<file path="src/rtl/shift_ctrl_pkg.sv">
// Shared state encodings and width helper for the serial shift sequencer.
package shift_ctrl_pkg;

  typedef enum logic [1:0] {
    ST_IDLE  = 2'd0,
    ST_SHIFT = 2'd1,
    ST_FLUSH = 2'd2
  } state_t;

  // Ceiling log2, never below 1 so counters always have at least one bit.
  function automatic int clog2(input int n);
    int r;
    r = 0;
    for (int v = 1; v < n; v = v * 2) r++;
    return (r < 1) ? 1 : r;
  endfunction

endpackage

</file>
<file path="src/rtl/shift_seq_ctrl.sv">
// Frame serializer: takes a parallel word, shifts it out one bit per clock,
// flushes until the last bit reaches the shift register output, then pulses done.
module shift_seq_ctrl
  import shift_ctrl_pkg::*;
#(
  parameter int WIDTH     = 8,
  parameter int DEPTH     = 4,
  parameter bit MSB_FIRST = 1'b1
) (
  input  logic             clk,
  input  logic             clr,
  input  logic             in_valid,
  output logic             in_ready,
  input  logic [WIDTH-1:0] in_data,
  output logic             s_data,
  output logic             busy,
  output logic             done,
  output logic [7:0]       frame_cnt
);

  localparam int BIT_W = clog2(WIDTH);
  localparam int FL_W  = clog2(DEPTH + 1);

  state_t           state_reg, state_next;
  logic [BIT_W-1:0] bit_cnt_reg, bit_cnt_next;
  logic [FL_W-1:0]  flush_cnt_reg, flush_cnt_next;
  logic [WIDTH-1:0] shadow_reg, shadow_next;
  logic             s_data_reg, s_data_next;
  logic             done_reg, done_next;
  logic [7:0]       frame_cnt_reg, frame_cnt_next;
  logic [BIT_W-1:0] sel_idx;

  // bit_cnt is the position in send order; map it to a word index.
  assign sel_idx = MSB_FIRST ? (BIT_W'(WIDTH - 1) - bit_cnt_reg) : bit_cnt_reg;

  always_comb begin
    state_next     = state_reg;
    bit_cnt_next   = bit_cnt_reg;
    flush_cnt_next = flush_cnt_reg;
    shadow_next    = shadow_reg;
    s_data_next    = 1'b0;
    done_next      = 1'b0;
    frame_cnt_next = frame_cnt_reg;
    case (state_reg)
      ST_IDLE: begin
        if (in_valid) begin
          shadow_next  = in_data;
          s_data_next  = MSB_FIRST ? in_data[WIDTH-1] : in_data[0];
          bit_cnt_next = BIT_W'(1);
          state_next   = ST_SHIFT;
        end
      end
      ST_SHIFT: begin
        s_data_next  = shadow_reg[sel_idx];
        bit_cnt_next = bit_cnt_reg + 1'b1;
        if (bit_cnt_reg == BIT_W'(WIDTH - 1)) begin
          bit_cnt_next   = '0;
          flush_cnt_next = '0;
          state_next     = ST_FLUSH;
        end
      end
      ST_FLUSH: begin
        flush_cnt_next = flush_cnt_reg + 1'b1;
        // Last flush edge: the final data bit lands on the shift register output.
        if (flush_cnt_reg == FL_W'(DEPTH - 1)) begin
          done_next      = 1'b1;
          frame_cnt_next = frame_cnt_reg + 8'd1;
          state_next     = ST_IDLE;
        end
      end
      default: state_next = ST_IDLE;
    endcase
  end

  always_ff @(posedge clk) begin
    if (clr) begin
      state_reg     <= ST_IDLE;
      bit_cnt_reg   <= '0;
      flush_cnt_reg <= '0;
      shadow_reg    <= '0;
      s_data_reg    <= 1'b0;
      done_reg      <= 1'b0;
      frame_cnt_reg <= '0;
    end else begin
      state_reg     <= state_next;
      bit_cnt_reg   <= bit_cnt_next;
      flush_cnt_reg <= flush_cnt_next;
      shadow_reg    <= shadow_next;
      s_data_reg    <= s_data_next;
      done_reg      <= done_next;
      frame_cnt_reg <= frame_cnt_next;
    end
  end

  assign in_ready  = (state_reg == ST_IDLE);
  assign busy      = (state_reg != ST_IDLE);
  assign s_data    = s_data_reg;
  assign done      = done_reg;
  assign frame_cnt = frame_cnt_reg;

endmodule
</file>
<file path="config.mk">
export PLATFORM = sky130hd
export DESIGN_NAME = shift_seq_ctrl
export DESIGN_NICKNAME = d
export VERILOG_FILES = /design/src/rtl/shift_ctrl_pkg.sv /design/src/rtl/shift_seq_ctrl.sv
export SDC_FILE = /design/constraint.sdc
export NUM_CORES = 1
export LEC_CHECK = 0
export ABC_AREA = 1
export BUFFER_PORTS_ARGS = -buffer_cell sky130_fd_sc_hd__buf_4
export CORE_AREA = 2 2 47 58
export DETAILED_ROUTE_END_ITERATION = 10
export DIE_AREA = 0 0 49 60
export HOLD_SLACK_MARGIN = 0.03
export PLACE_DENSITY = 0.74
export SYNTH_ARGS = -nofsm -noshare
export SYNTH_HDL_FRONTEND = slang
export SYNTH_SLANG_ARGS = --single-unit
</file>
<file path="constraint.sdc">
create_clock -name clk -period 1.72 [get_ports clk]
set_clock_uncertainty 0.1 [all_clocks]
set_input_delay 0.344 -clock clk [delete_from_list [all_inputs] [get_ports clk]]
set_output_delay 0.344 -clock clk [all_outputs]
set_load 0.02 [all_outputs]
</file>
* After elaboration in Yosys (flattened, before gate mapping)
Cells that the tools add are included.
** Cells by class
- $lt $le $gt $ge :: 1
- Equal/unequal tests :: 7
- Add/subtract/negate cells :: 4
- Multipliers :: 0
- Shift-type cells :: 0
- Bitwise operators :: 1
- Div/mod/pow operators :: 0
- Reductions and logical operators :: 10
- Muxes and demuxes :: 14
** Operator list (count)
- case mux 3 bit (2 select lines) :: 2
- two-way mux 3 bit :: 3
- adder 8 x 1 -> 8 bit, second input constant :: 1
- AND reduction 2 bit :: 4
- adder 3 x 1 -> 3 bit, second input constant :: 2
- two-way mux 2 bit :: 3
- != test 2 bit, second input constant :: 3
- case mux 2 bit (3 select lines) :: 1
- nonzero test 2 bit :: 3
- < comparator 3 x 4 -> 1 bit, second input constant :: 1
- binary-select mux 1 bit (select 3 bit) :: 1
- == test 3 x 2 -> 1 bit, second input constant :: 1
- == test 3 bit, second input constant :: 1
- two-way mux 1 bit :: 3
- AND reduction 3 bit :: 1
- subtractor 3 bit, first input constant :: 1
- == test 2 x 1 -> 1 bit, second input constant :: 1
- == test 2 bit, second input constant :: 1
- logical NOT 2 bit :: 1
- case mux 1 bit (2 select lines) :: 1
- OR reduction 2 bit :: 1
- NOT 1 bit :: 1
** Storage, ports and cells
- Bits in writable memories :: 0
- Input bits :: 11
- Latch bits :: 0
- Register bits after elaboration :: 26
- Memories :: 0
- Bits in read-only memories :: 0
- Output and inout port bits :: 12
- Logic and storage cells :: 44

* Depth between registers and ports, before layout
- Depth in word-level cells :: 4
- Depth in mapped cells :: 9
- Depth with buffers taken out :: 9

* Least setup slack after synthesis
OpenSTA, ideal clock, no wires.
- Path kind :: register to register
- From :: register flush_cnt_reg[0]
- To :: register frame_cnt_reg[3], in the netlist frame_cnt[3]
- Slack :: 319 ps
- Arrival time :: 1167 ps
- Library setup time :: 134 ps
- Period minus slack after synthesis :: 1401 ps
- Data required time :: 1486 ps
- Path buffers :: 0
- Cell stages (with the launch flop) :: 8
- Cell sequence :: dfxtp_1 ha_1 ha_1 inv_1 nor2_4 and2_2 o21ai_0 a21oi_1
** On the way
- Word-level cells in the longest chain between the ends :: 2
** RTL lines
- start: declaration :: line shift_seq_ctrl.sv:26 : logic [FL_W-1:0] flush_cnt_reg, flush_cnt_next;
- start signal: assignment :: line shift_seq_ctrl.sv:87 : flush_cnt_reg <= flush_cnt_next;
- == test 3 x 2 -> 1 bit :: line shift_seq_ctrl.sv:65 : if (flush_cnt_reg == FL_W'(DEPTH - 1)) begin
- AND reduction 2 bit (no source line)
- end signal: assignment :: line shift_seq_ctrl.sv:91 : frame_cnt_reg <= frame_cnt_next;
- end: declaration :: line shift_seq_ctrl.sv:30 : logic [7:0] frame_cnt_reg, frame_cnt_next;
Every way passes these cells.
A chain may end at the register's enable or synchronous reset.

* Worst setup path after layout
- From :: register state_reg[1]
- To :: output in_ready
** On the way
- Word-level cells in the longest chain between the ends :: 1
** RTL lines
- start: declaration :: line shift_seq_ctrl.sv:24 : state_t state_reg, state_next;
- start signal: assignment :: line shift_seq_ctrl.sv:85 : state_reg <= state_next;
- logical NOT 2 bit :: line shift_seq_ctrl.sv:95 : assign in_ready = (state_reg == ST_IDLE);
- end: declaration :: line shift_seq_ctrl.sv:13 : output logic in_ready,
Every way passes these cells.

==> results.py <==
metrics = {
    "pwr": {
        "power.density_nw_per_um2": 746.7,
        "leakagePower_nw": 0.6796,
        "peakVddDrop_uv": 558.6,
    },
    "floorplanning": {
        "io_pins": 23,
        "die_w_um": 49,
        "initial_utilization_pct": 49.95,
        "die_area_um2": 2940,
        "rows": 20,
        "die_h_um": 60,
        "design.core.area_um2": 2427,
    },
    "layout": {
        "area_delta_synth_final_pct": 18.47,
        "nets": 207,
        "final_cells": 223,
        "drive_gt1_share_pct": 19.47,
        "final_util_pct": 59.18,
        "fillers": 239,
        "n_antenna_cell": 0,
        "fin_area_um2": 1436,
    },
    "routing": {
        "viasPerCell": 4.901,
        "routed_wirelength_um": 2386,
        "vias": 1093,
        "wl_per_cell_um": 10.70,
        "drc": 0,
        "drt_first_pass_iters": 4,
        "initialDrtViolationCount": 17,
        "antenna_left": 0,
    },
    "synth": {
        "netlist_instances": 167,
        "seq_area_frac_synth_pct": 42.93,
        "netlist_area_um2": 1212,
        "syn_avg_cell_area_um2": 7.260,
        "yosys_warnings": 0,
        "synthesis.nets": 183,
        "synth.distinct_cells": 22,
        "ys_ff_latch": 26,
    },
    "flow_run": {
        "maxCapViolCount": 0,
    },
    "sta": {
        "post-route-min-period_ns": 1.527,
        "rsz0062_at_grt": "no",
        "finalCritPeriodShare_pct": 88.80,
        "tightest_slew_ns": 0.4536,
        "fmax_ghz": 0.6547,
        "max-slew-margin-rel_pct": 69.65,
        "setup_viol": 0,
        "tns_ns": 0,
        "slew_viol_final": 0,
        "finalHoldViolCount": 0,
    },
    "min_path": {
        "hold_class": "input pin to flip-flop",
        "min_path_cells": 3,
    },
    "global_routing": {
        "grt_overflow_total": 0,
        "antenna_found_initial": 0,
        "grt_pass1_wl_um": 4188,
        "track_usage_pct": 18.11,
        "grt_max_degree": 17,
        "grt_pass1_vias": 1040,
    },
    "clocking": {
        "cts_buffer_depth": 2,
        "clock-sinks": 26,
        "insertion_delay_ns": 0.32,
        "clk_pin_slew_ns": 0.14,
        "post_cts_buffers": 0,
        "cts_resized": 0,
        "cts-root-buf": "clkbuf_4",
        "cts_tree": "done",
        "cts-htree-levels": 1,
        "cts_inserted_buffers": 3,
        "hold_buffers": 0,
    },
    "worst_setup_path": {
        "arrival_ns": 1.08,
        "reg2reg_to": "frame_cnt[4]$_SDFFE_PP0P_",
        "cp-end-kind": "output port",
        "reg2reg_depth": 9,
        "cp_max_fo": 3,
        "cp-start-kind": "flip-flop",
        "crit_end": "in_ready",
        "cp-startpoint": "state_reg[1]$_SDFFE_PP0P_",
        "timing.critical_path.required_ns": 1.28,
        "rrSetupSlack_ns": 0.19,
        "reg2reg_from": "flush_cnt_reg[0]$_SDFFE_PP0P_",
        "crit_type": "flip-flop to output port",
    },
    "placed_design": {
        "port_buffers": 22,
        "placed_area_um2": 1400,
        "gp_congestion": 0.7970,
        "dp.cells": 219,
        "place_hpwl_um": 1816,
    },
    "outcome": {
        "status": "finished clean",
    },
}
==> per-layer routing <==
metal  global-route usage (%)  share of wire, %
met5                        0                 0
met1                    23.50                47
met3                    3.500               3.0
met4                    7.755               1.6
met2                    29.75                48
==> cell usage after synthesis, drive strengths merged <==
cell    number  share of area (%)
a21oi       22                9.4
and2         1               0.62
buf          1               0.93
clkbuf       2               0.62
dfxtp       26                 43
ha           5                5.2
inv         32                 10
nand2       38                 12
nand3       12                5.0
nand4        2                1.0
nor2        11                4.2
nor3         1                1.3
nor3b        1                1.0
o21ai       12                5.0
o22ai        1               0.52
==> metrics by stage <==
stage | total power, W | setup slack [ns] | hold WS [ns]
6_report | 0.001072 | 0.1926 | 0.1770
2_1_floorplan | 0.0007358 | 0.3187 | 0.3131
3_3_place_gp | 0.0007719 | 0.2822 | 0.3418
5_1_grt | 0.001121 | 0.04472 | 0.1823
3_5_place_dp | 0.0007777 | 0.2181 | 0.3521
4_1_cts | 0.001082 | 0.1876 | 0.1720
==> power by group <==
part	leakage (nW)	internal (W)	total (W)	switching [W]
sequential	0.212	0.000626	0.000638	0.0000121
clock	0.0210	0.000129	0.000308	0.000179
combinational	0.447	0.0000507	0.000126	0.0000754
==> cell families after synthesis <==
family	count (synthesis)	synth area share [%]
compound gates	35	14.86
fa+ha+maj	5	5.160
flops	26	42.93
simple gates	66	25.39
buf+inv	35	11.66
==> worst max-delay path: stages (launching register included) <==
cell and delay [ns]:
dfxtp_1 0.40, inv_1 0.05, nand2_1 0.11, inv_1 0.05, buf_4 0.15
==> cell usage in the layout (no fill, tap or decap) <==
cell type and instances:
clkbuf_8 1, nand4_1 2, and2_2 1, inv_2 2, inv_1 29, nand3_1 12
ha_1 5, o22ai_1 1, clkbuf_4 3, dfxtp_1 26, o21ai_0 11, o21ai_1 1
buf_4 22, nand2_2 2, nor3_4 1, a21oi_1 21, nor3b_2 1, a21oi_2 1
inv_4 1, nor2_2 1, nand2_1 36, nor2_1 9, nor2_4 1
==> area by class of cell <==
type / count / area (µm²) / share of cell area, %
Multi-Input combinational cell: 106 / 550.5 / 38.33
Sequential cell: 26 / 520.5 / 36.24
Clock buffer: 4 / 36.28 / 2.526
Inverter: 32 / 122.6 / 8.537
Timing Repair Buffer: 22 / 165.2 / 11.50
Tap cell: 33 / 41.29 / 2.875
==> how the worst min path moves through the flow <==
stage / end / startpoint / slack, ns
2_1_floorplan: frame_cnt[7]$_SDFFE_PP0P_ / clr / 0.31
3_3_place_gp: flush_cnt_reg[0]$_SDFFE_PP0P_ / flush_cnt_reg[0]$_SDFFE_PP0P_ / 0.34
3_5_place_dp: shadow_reg[5]$_SDFFE_PP0P_ / shadow_reg[5]$_SDFFE_PP0P_ / 0.35
4_1_cts: bit_cnt_reg[1]$_SDFFE_PP0P_ / clr / 0.17
5_1_grt: state_reg[1]$_SDFFE_PP0P_ / clr / 0.18
6_report: shadow_reg[6]$_SDFFE_PP0P_ / in_data[6] / 0.18
No activity file was read; power rests on OpenSTA's default activity.
